[config.mk]
export PLATFORM = sky130hd
export DESIGN_NAME = ysyx_22040750_ifu
export DESIGN_NICKNAME = d
export VERILOG_FILES = /design/src/rtl/ysyx_22040750_ifu.sv
export SDC_FILE = /design/constraint.sdc
export NUM_CORES = 1
export LEC_CHECK = 0
export ABC_AREA = 1
export CAP_MARGIN = 20
export CORE_MARGIN = 10
export CORE_UTILIZATION = 60
export CTS_BUF_LIST = sky130_fd_sc_hd__clkbuf_16
export CTS_CLUSTER_DIAMETER = 50
export DETAILED_ROUTE_END_ITERATION = 10
export DONT_BUFFER_PORTS = 1
export PLACE_DENSITY = 0.74
export REMOVE_ABC_BUFFERS = 1
export SETUP_SLACK_MARGIN = 0.02
export SLEW_MARGIN = 30
export SYNTH_ARGS = -nofsm -noshare
export SYNTH_HDL_FRONTEND = slang
export SYNTH_SLANG_ARGS = --single-unit
[constraint.sdc]
create_clock -name I_clk -period 3.23 [get_ports I_clk]
set_input_delay 0.646 -clock I_clk [delete_from_list [all_inputs] [get_ports I_clk]]
set_output_delay 0.646 -clock I_clk [all_outputs]
set_load 0.005 [all_outputs]
[src/rtl/ysyx_22040750_ifu.sv]
// ysyx_22040750_ifu: single-outstanding instruction fetch unit (optional misaligned-dnpc trap via YSYX_22040750_IFU_MISALIGN_TRAP_EN)
module ysyx_22040750_ifu #(
   parameter logic [31:0] RST_PC = 32'h8000_0000
) (
   input  logic        I_clk,
   input  logic        I_rst,
   input  logic        I_pc_valid,
   input  logic [31:0] I_dnpc,
   output logic        O_pc_ready,
   output logic        O_imem_req_valid,
   output logic [31:0] O_imem_addr,
   input  logic        I_imem_req_ready,
   input  logic        I_imem_rsp_valid,
   input  logic [31:0] I_imem_rsp_data,
   output logic        O_imem_rsp_ready,
   output logic        O_IF_ID_valid,
   output logic [31:0] O_IF_ID_pc,
   output logic [31:0] O_IF_ID_inst,
   output logic        O_IF_ID_misalign,
   input  logic        I_IF_ID_ready
);
   typedef enum logic [1:0] {REQ, WAIT, HOLD, NEXT} state_t;
   state_t      state_q, state_d;
   logic [31:0] pc_q, pc_d, inst_q, inst_d;
   logic        mis_q, mis_d, dnpc_mis;
`ifdef YSYX_22040750_IFU_MISALIGN_TRAP_EN
   assign dnpc_mis = |I_dnpc[1:0];
`else
   assign dnpc_mis = 1'b0;
`endif
   // each handshake signal lives only in its own state and is silenced during reset
   assign O_imem_req_valid = ~I_rst & (state_q == REQ);
   assign O_imem_rsp_ready = ~I_rst & (state_q == WAIT);
   assign O_IF_ID_valid    = ~I_rst & (state_q == HOLD);
   assign O_pc_ready       = ~I_rst & (state_q == NEXT);
   assign O_imem_addr      = pc_q;
   assign O_IF_ID_pc       = I_rst ? 32'h0 : pc_q;
   assign O_IF_ID_inst     = inst_q;
   assign O_IF_ID_misalign = O_IF_ID_valid & mis_q;
   // next-state: request, wait for data, present to decode, take the next dnpc
   always_comb begin
      state_d = state_q;
      pc_d    = pc_q;
      inst_d  = inst_q;
      mis_d   = mis_q;
      case (state_q)
         REQ:  state_d = I_imem_req_ready ? WAIT : REQ;
         WAIT: if (I_imem_rsp_valid) begin
            inst_d  = I_imem_rsp_data;
            mis_d   = 1'b0;
            state_d = HOLD;
         end
         HOLD: state_d = I_IF_ID_ready ? NEXT : HOLD;
         NEXT: if (I_pc_valid) begin
            pc_d    = I_dnpc;
            inst_d  = dnpc_mis ? 32'h0000_0013 : inst_q;
            mis_d   = dnpc_mis;
            state_d = dnpc_mis ? HOLD : REQ;
         end
      endcase
   end
   // state and datapath registers with synchronous reset
   always_ff @(posedge I_clk) begin
      if (I_rst) begin
         state_q <= REQ;
         pc_q    <= RST_PC;
         inst_q  <= 32'h0;
         mis_q   <= 1'b0;
      end else begin
         state_q <= state_d;
         pc_q    <= pc_d;
         inst_q  <= inst_d;
         mis_q   <= mis_d;
      end
   end
endmodule
# Word level (Yosys, flattened, before mapping)
# Cells that the tools add are included.
totals:
  regBits: 67
  latchBits: 0
  ramBits: 0
  rom_bits: 0
  input_bits: 70
  output_inout_bits: 101
  mem_count: 0
classes:
  addsub: 0
  mul: 0
  div: 0
  n_lt_le_gt_ge: 0
  eq_ne: 5
  shift: 0
  n_mux: 9
  n_bitwise: 6
  n_reduce_logical: 6
ops:
  columns: ["op", "n"]
  rows:
  - ["two-way mux 32 bit", 1]
  - ["case mux 2 bit (4 select lines)", 1]
  - ["AND reduction 2 bit", 3]
  - ["AND 1 bit", 5]
  - ["equality test 2 bit (second input constant)", 2]
  - ["two-way mux 1 bit", 4]
  - ["two-way mux 2 bit", 2]
  - ["!= test 2 bit (second input constant)", 2]
  - ["AND reduction 3 bit", 1]
  - ["equality test 2 x 1 -> 1 bit (second input constant)", 1]
  - ["logical NOT 2 bit", 1]
  - ["case mux 1 bit (2 select lines)", 1]
  - ["nonzero test 2 bit", 1]
  - ["inverter 1 bit", 1]

# Longest topological paths before layout
# Gate-level depths: netlist of run 1.
logic_depth:
  word_depth: 3
  ltp_mapped: 7

# Worst setup path after synthesis of run 1
# OpenSTA, ideal clock, no wires.
synth_path:
  path_type: "input to output"
  start: "input I_rst"
  end: "output O_IF_ID_pc[0]"
  t_arrival_ns: 1.047
  required_time_ns: 2.584
  slack_ns: 1.537
  path_stages: 3
  path_cell_list: "buf_6 > buf_2 > nor2_1"
synth_via:
  elab_chain_len: 1
synth_rtl:
  columns: ["item", "line_no", "text"]
  rows:
  - ["start, declared", "6", "input logic I_rst,"]
  - ["two-way mux 32 bit", "37", "assign O_IF_ID_pc = I_rst ? 32'h0 : pc_q;"]
  - ["end, declared", "17", "output logic [31:0] O_IF_ID_pc,"]
# No other way between the ends.

# Final worst setup path of run 1
layout_path:
  start: "register state_q[1]"
  end: "register inst_q[10] (netlist: O_IF_ID_inst[10])"
layout_via:
  elab_chain_len: 2
layout_rtl:
  columns: ["item", "line_no", "text"]
  rows:
  - ["start, declared", "23", "state_t state_q, state_d;"]
  - ["start signal, assigned", "70", "state_q <= state_d;"]
  - ["equality test 2 x 1 -> 1 bit", "46", "case (state_q)"]
  - ["AND reduction 2 bit (no source line)", null, null]
  - ["end signal, assigned", "72", "inst_q <= inst_d;"]
  - ["end, declared", "24", "logic [31:0] pc_q, pc_d, inst_q, inst_d;"]
# No other way between the ends.
# A chain may end at the register's enable or synchronous reset.

==> reports/qor.txt, run 1 <==
Post-CTS Repair Setup Buffers: 0
Core region area: 0.00441 mm^2
Synth cell types: 23
Synth top area share: 47.4%
FFs w/ async S/R, synth: 0%
Slew Limit Fails: 0
Outcome: complete, no violations
Routed Antenna Nets: 0
Cts hold-fix bufs: 0
First-pass DRT Iterations: 4
Setup Crit Path Kind: register to register
Initial Util: 63.1%
Clock Pin Slew Worst Setup and Hold Paths: 50 ps
Avg WL per Cell: 18.7 um
HPWL after detailed placement: 5610 um
Final core area utilization: 66.9%
Delay-heaviest family, CP: simple AND/OR/NAND/NOR gates
H-Tree Depth: 3
Hold violation count in the final report: 0
I/O pin cnt: 171
DR vias/cell: 5.37
Slowest CP cell: nand2_2
Vias in the first global route: 2,149
CP peak stage delay: 410 ps
Top cells by count, synth: nor2_1 (104), dfxtp_1 (66), o21ai_0 (42)
Die Ht: 88.1 um
Total grt overflow: 0
Layout cells sized above 1: 13.3%
Initial antenna violation count: 0
TritonCTS Buffers: 9
Die ar.: 0.00777 mm^2
IO buf count: 0
Chip width: 88.1 um
Rel. slew slack: 56.4%
Synth area leaders: dfxtp_1 (47%), nor2_1 (14%), o21ai_0 (7.5%)
Routability congestion estimate: 0.743
CP required: 3430 ps
Final setup violation count: 0
CP arrival: 2050 ps
Sw frac: 27.5%
Area delta synth->final: 6.06%
Post-Syn Instances: 352
Crit-path cells: inv_1 -> ha_1 -> nand2_2 -> inv_2 -> nor2_1 -> nor2_1
First-pass GRT wire length: 10,900 um
Worst path bufs/invs: 2
Total Routing Usage GR: 17.6%
Final setup skew: 7.20 ps
Pwr dens: 756 mW/mm^2
Comb power frac: 14.7%
CP startpoint kind: register
Most common cell on crit path: nor2_1
Worst hold path class: primary input to register
Ys Warns: 0
P_int: 1620 uW
FMAX: 540 MHz
Final period util: 57.3%
Std-Cell Rows: 24
Clock tree root driver cell: clkbuf_16
Inserted Diodes: 0
Sequential element share of the synthesized area: 47.4%
CTS tree: built
Post-CTS Resized: 0
Post-Route WL: 7430 um
Clk buf depth: 2
Main synth FF type: dfxtp_1
Starting DRT DRC Count: 136
Switching power: 614 uW
Clock power frac: 39.9%
Vias: 2,139
Largest net degree at the start of global routing: 67
Crit. End Element: register
Count leader, synth: nor2_1
Tmin final: 1850 ps
EDFF count, synth: 0
Clock sinks: 66
Cell taking the most area after synthesis: dfxtp_1
Flops & latches, synth: 66
Max-cap violations: 0
Final nets: 416
Flop pwr share: 45.4%
Slew @ Worst Pin: 652 ps
Residual DRC: 0
Setup TNS: 0 ps
Leak: 0.00114 uW
RSZ-0062 raised after global routing: false
Mapped cell area: 0.00279 mm^2
Worst skew pair latency: 310 ps
Peak VDD IR: 0.367 mV
Syn avg cell area: 7.91 um^2
Worst Path Max Fanout: 33
## cells in the final DEF, fill, tap and decap left out, types with 2 or more instances in the layout
| master | instances |
|---|---|
| inv_1 | 43 |
| dfxtp_1 | 66 |
| nor2_1 | 104 |
| nand2_2 | 2 |
| o21ai_1 | 6 |
| nand2_1 | 9 |
| buf_4 | 2 |
| o21ai_0 | 42 |
| o21ai_2 | 15 |
| clkinv_1 | 4 |
| ha_1 | 5 |
| clkbuf_16 | 9 |
| a21oi_1 | 17 |
| a21oi_2 | 15 |
## cells by family (layout without fill, tap and decap cells)
kind of cell / Yosys count / in the layout / share of synthesized area [%]
simple gates: 117 / 117 / 16.1
compound gates: 96 / 96 / 21.4
flops: 66 / 66 / 47.4
other cells: 1 / 1 / 0.135
fa+ha+maj: 5 / 5 / 2.25
buf+inv: 67 / 61 / 12.7
## layout make-up
type	instances	area, um^2
Clock buffer	9	225
Inverter	43	164
Clock inverter	7	52.6
Sequential cell	66	1320
Multi-Input combinational cell	219	1110
Fill cell	371	1460
Timing Repair Buffer	2	15.0
Tap cell	52	65.1
## sequential cells by signal, summed over array words and instances (netlist names)
signal        count
O_IF_ID_inst     32
state_q           2
O_imem_addr      32
## worst reg2reg max path: stages (launching register included)
cell and delay (ps):
dfxtp_1 370, inv_1 100, ha_1 230, nand2_2 410
inv_2 370, nor2_1 190, nor2_1 60
## worst paths after layout
path                            cells after the start                             to                         from  slack [ps]
worst max register to register                      6  O_IF_ID_inst[10]$_SDFFE_PP0P_      state_q[1]$_SDFFE_PP0P_        1380
worst max-delay path                                6  O_IF_ID_inst[10]$_SDFFE_PP0P_      state_q[1]$_SDFFE_PP0P_        1380
worst min register to register                      2    O_imem_addr[3]$_SDFFE_PP0P_  O_imem_addr[3]$_SDFFE_PP0P_         500
worst min-delay path                                2   O_IF_ID_inst[9]$_SDFFE_PP0P_           I_imem_rsp_data[9]         490
## power groups by stage
stage                     Combinational, uW  Clock (uW)  Sequential, uW
after floorplan                         268           0            1000
after global placement                  315           0            1030
after detailed placement                329           0            1040
after CTS                               330         901            1020
after global routing                    378         947            1030
final                                   328         891            1010
## metrics by stage
step / power (uW) / worst slack, ps / cells / instance area [um^2] / hold slack, ps
final: 2230 / 1380 / 398 / 2950 / 490
after global routing: 2360 / 1180 / 398 / 2950 / 483
after CTS: 2250 / 1360 / 398 / 2950 / 485
after detailed placement: 1370 / 1370 / 382 / 2680 / 490
after global placement: 1350 / 1430 / 382 / 2680 / 486
after floorplan: 1270 / 1440 / 328 / 2600 / 463
## per-layer routing
layer  vias to the layer above  track usage, %  wire length [um]
met1                       949            18.8              2650
met5                         -               0                 0
met4                         0            7.13               106
met3                        12            9.10               962
li1                       1077               -                 -
met2                       101            29.0              3710
No activity file was read; power rests on OpenSTA's default activity.
==> run 2: changes to the inputs <==
==> constraint.sdc (replaced) <==
create_clock -name I_clk -period 1.85 [get_ports I_clk]
set_input_delay 0.37 -clock I_clk [delete_from_list [all_inputs] [get_ports I_clk]]
set_output_delay 0.37 -clock I_clk [all_outputs]
set_load 0.005 [all_outputs]
==> run 2 against run 1 <==
Effect of this change: total power grew 70%; routed wire length grew 0.69%; worst hold slack got worse by 280 ps; clock power increased by 60%; via count about the same; utilization increased by 0.57 points; register-to-register slack worse by 970 ps; largest cell class unchanged; first-iteration DRC count is 28% lower; count of clock-buffer cells in the layout is the same; largest power group unchanged; non-clock buffer count up 3; combinational power increased by 80%.
==> reports/qor.txt, run 2 (synthesis results as in run 1) <==
Worst hold path class: primary input to register (unchanged)
Hold slack: 207 ps (was 490 ps)
Max-cap violations: 0 (unchanged)
Most frequent cells in the layout: nor2_1 (104), dfxtp_1 (66), inv_1 (44) (was nor2_1 (104), dfxtp_1 (66), inv_1 (43))
Setup TNS: 0 ps (unchanged)
Largest net degree at the start of global routing: 39 (was 67)
Post-CTS Repair Setup Buffers: 0 (unchanged)
First-pass DRT Iterations: 5 (was 4)
Routability congestion estimate: 0.779 (was 0.743)
Placed insts: 385 (was 382)
Worst Path Max Fanout: 4 (was 33)
Setup Crit Path Kind: register to primary output (was register to register)
Residual DRC: 0 (unchanged)
Area of the multi-input gates: 0.00111 mm^2 (unchanged)
Vias in the first global route: 2,059 (was 2,149)
Inserted Diodes: 0 (unchanged)
CP arrival: 1160 ps (was 2050 ps)
Worst R2R Start: state_q[1]$_SDFFE_PP0P_ (unchanged)
RR Endpoint: O_imem_addr[14]$_SDFFE_PP0P_ (was O_IF_ID_inst[10]$_SDFFE_PP0P_)
Cts hold-fix bufs: 0 (unchanged)
TritonCTS Buffers: 9 (unchanged)
Clk buf depth: 2 (unchanged)
Die Ht: 88.1 um (unchanged)
CP required: 1480 ps (was 3430 ps)
Final setup skew: 5.08 ps (was 7.20 ps)
CP peak stage delay: 330 ps (was 410 ps)
Slowest CP cell: dfxtp_1 (was nand2_2)
Chip width: 88.1 um (unchanged)
Filler Cells Inserted: 392 (was 371)
Rel. slew slack: 65.1% (was 56.4%)
Clock sinks: 66 (unchanged)
DR vias/cell: 5.34 (was 5.37)
IO buf count: 0 (unchanged)
Area delta synth->final: 6.96% (was 6.06%)
Post-CTS Resized: 0 (unchanged)
Setup crit start: state_q[1]$_SDFFE_PP0P_ (unchanged)
Slew @ Worst Pin: 523 ps (was 652 ps)
I/O pin cnt: 171 (unchanged)
Leak: 0.00116 uW (was 0.00114 uW)
Vias: 2,141 (was 2,139)
Layout cells sized above 1: 14.6% (was 13.3%)
Initial antenna violation count: 0 (unchanged)
Fin area: 0.00298 mm^2 (was 0.00295 mm^2)
Total Routing Usage GR: 17.8% (was 17.6%)
Starting DRT DRC Count: 98 (was 136)
Final nets: 419 (was 416)
Clock Pin Slew Worst Setup and Hold Paths: 50 ps (about the same)
Hold violation count in the final report: 0 (unchanged)
Dpl cell area: 0.00272 mm^2 (was 0.00268 mm^2)
FMAX: 654 MHz
Crit-path cells: inv_1 -> ha_1 -> inv_1 -> nor2_1 (was inv_1 -> ha_1 -> nand2_2 -> inv_2 -> nor2_1 -> nor2_1)
Avg WL per Cell: 18.6 um (was 18.7 um)
R2R setup slack: 410 ps (was 1380 ps)
R2R depth: 5 (was 6)
Clock tree root driver cell: clkbuf_16 (unchanged)
Die ar.: 0.00777 mm^2 (unchanged)
Final Non-Filler Cells: 401 (was 398)
Pwr dens: 1270 mW/mm^2 (was 756 mW/mm^2)
Final period util: 82.7%
HPWL after detailed placement: 5730 um (was 5610 um)
Pwr Total: 3790 uW (was 2230 uW)
Total grt overflow: 0 (unchanged)
Initial Util: 63.1% (unchanged)
CTS tree: built (unchanged)
Outcome: complete, no violations (unchanged)
Final setup violation count: 0 (unchanged)
Register area: 0.00132 mm^2 (unchanged)
Worst skew pair latency: 320 ps (was 310 ps)
Most common cell on crit path: inv_1 (was nor2_1)
RSZ-0062 raised after global routing: false (unchanged)
Tmin final: 1530 ps
Crit. End Element: primary output (was register)
Core region area: 0.00441 mm^2 (unchanged)
CP startpoint kind: register (unchanged)
Slew Limit Fails: 0 (unchanged)
Routed Antenna Nets: 0 (unchanged)
Std-Cell Rows: 24 (unchanged)
Post-Route WL: 7480 um (was 7430 um)
H-Tree Depth: 3 (unchanged)
Peak VDD IR: 0.788 mV (was 0.367 mV)
Setup crit end: O_imem_rsp_ready (was O_IF_ID_inst[10]$_SDFFE_PP0P_)
Commonest non-fill, non-tap cell in the layout: nor2_1 (unchanged)
First-pass GRT wire length: 10,800 um (was 10,900 um)
-- run 2: cell count changes in the layout (fill, tap and decap cells not counted) --
cell / change
inv_1: +1
buf_4: +1
bufinv_16: -1
clkinv_2: +3
clkinv_1: -3
buf_12: +2
-- run 2: stage by stage --
step                setup slack [ps]  utilization, %
floorplan                        126               -
global placement                 489            61.7
detailed placement               409            61.7
CTS                              301            67.5
global route                     222            67.5
finish                           321            67.5
-- run 2: where the power goes --
group / leakage, uW / switching [uW] / internal (uW) / total (uW)
clock network: 0.000140 / 551 / 877 / 1430
logic: 0.000486 / 371 / 219 / 590
registers: 0.000536 / 160 / 1610 / 1770
-- run 2: critical path: cells and delay by family (launching register included) --
| kind | cells | cell delay (ps) |
|---|---|---|
| fa+ha+maj | 1 | 210 |
| flops | 1 | 330 |
| simple gates | 1 | 140 |
| buf+inv | 2 | 160 |
-- run 2: worst min-delay path by stage --
stage                                               to  cells past startpoint                          from  slack [ps]
after floorplan           O_imem_addr[14]$_SDFFE_PP0P_                      2  O_imem_addr[14]$_SDFFE_PP0P_         460
after global placement    O_imem_addr[15]$_SDFFE_PP0P_                      2  O_imem_addr[15]$_SDFFE_PP0P_         480
after detailed placement  O_imem_addr[17]$_SDFFE_PP0P_                      2  O_imem_addr[17]$_SDFFE_PP0P_         490
after CTS                 O_IF_ID_inst[9]$_SDFFE_PP0P_                      2            I_imem_rsp_data[9]         200
after global routing       O_imem_addr[6]$_SDFFE_PP0P_                      2                     I_dnpc[6]         200
final                     O_IF_ID_inst[2]$_SDFFE_PP0P_                      2            I_imem_rsp_data[2]         210
-- run 2: cell type report --
type,instances,area share [%]
flip-flops and latches,66,44.4
repair buffers,5,2.10
multi-input cells,219,37.3
inverters,43,5.50
clock buffers,9,7.56
well taps,52,2.18
clock inverters,7,1.01
-- run 2: per-layer routing --
metal	global-route usage [%]	vias up	wire length (um)
met3	10.0	12	932
met1	18.3	948	2720
met4	6.13	0	108
li1	-	1082	-
met2	29.9	99	3720
met5	0	-	0
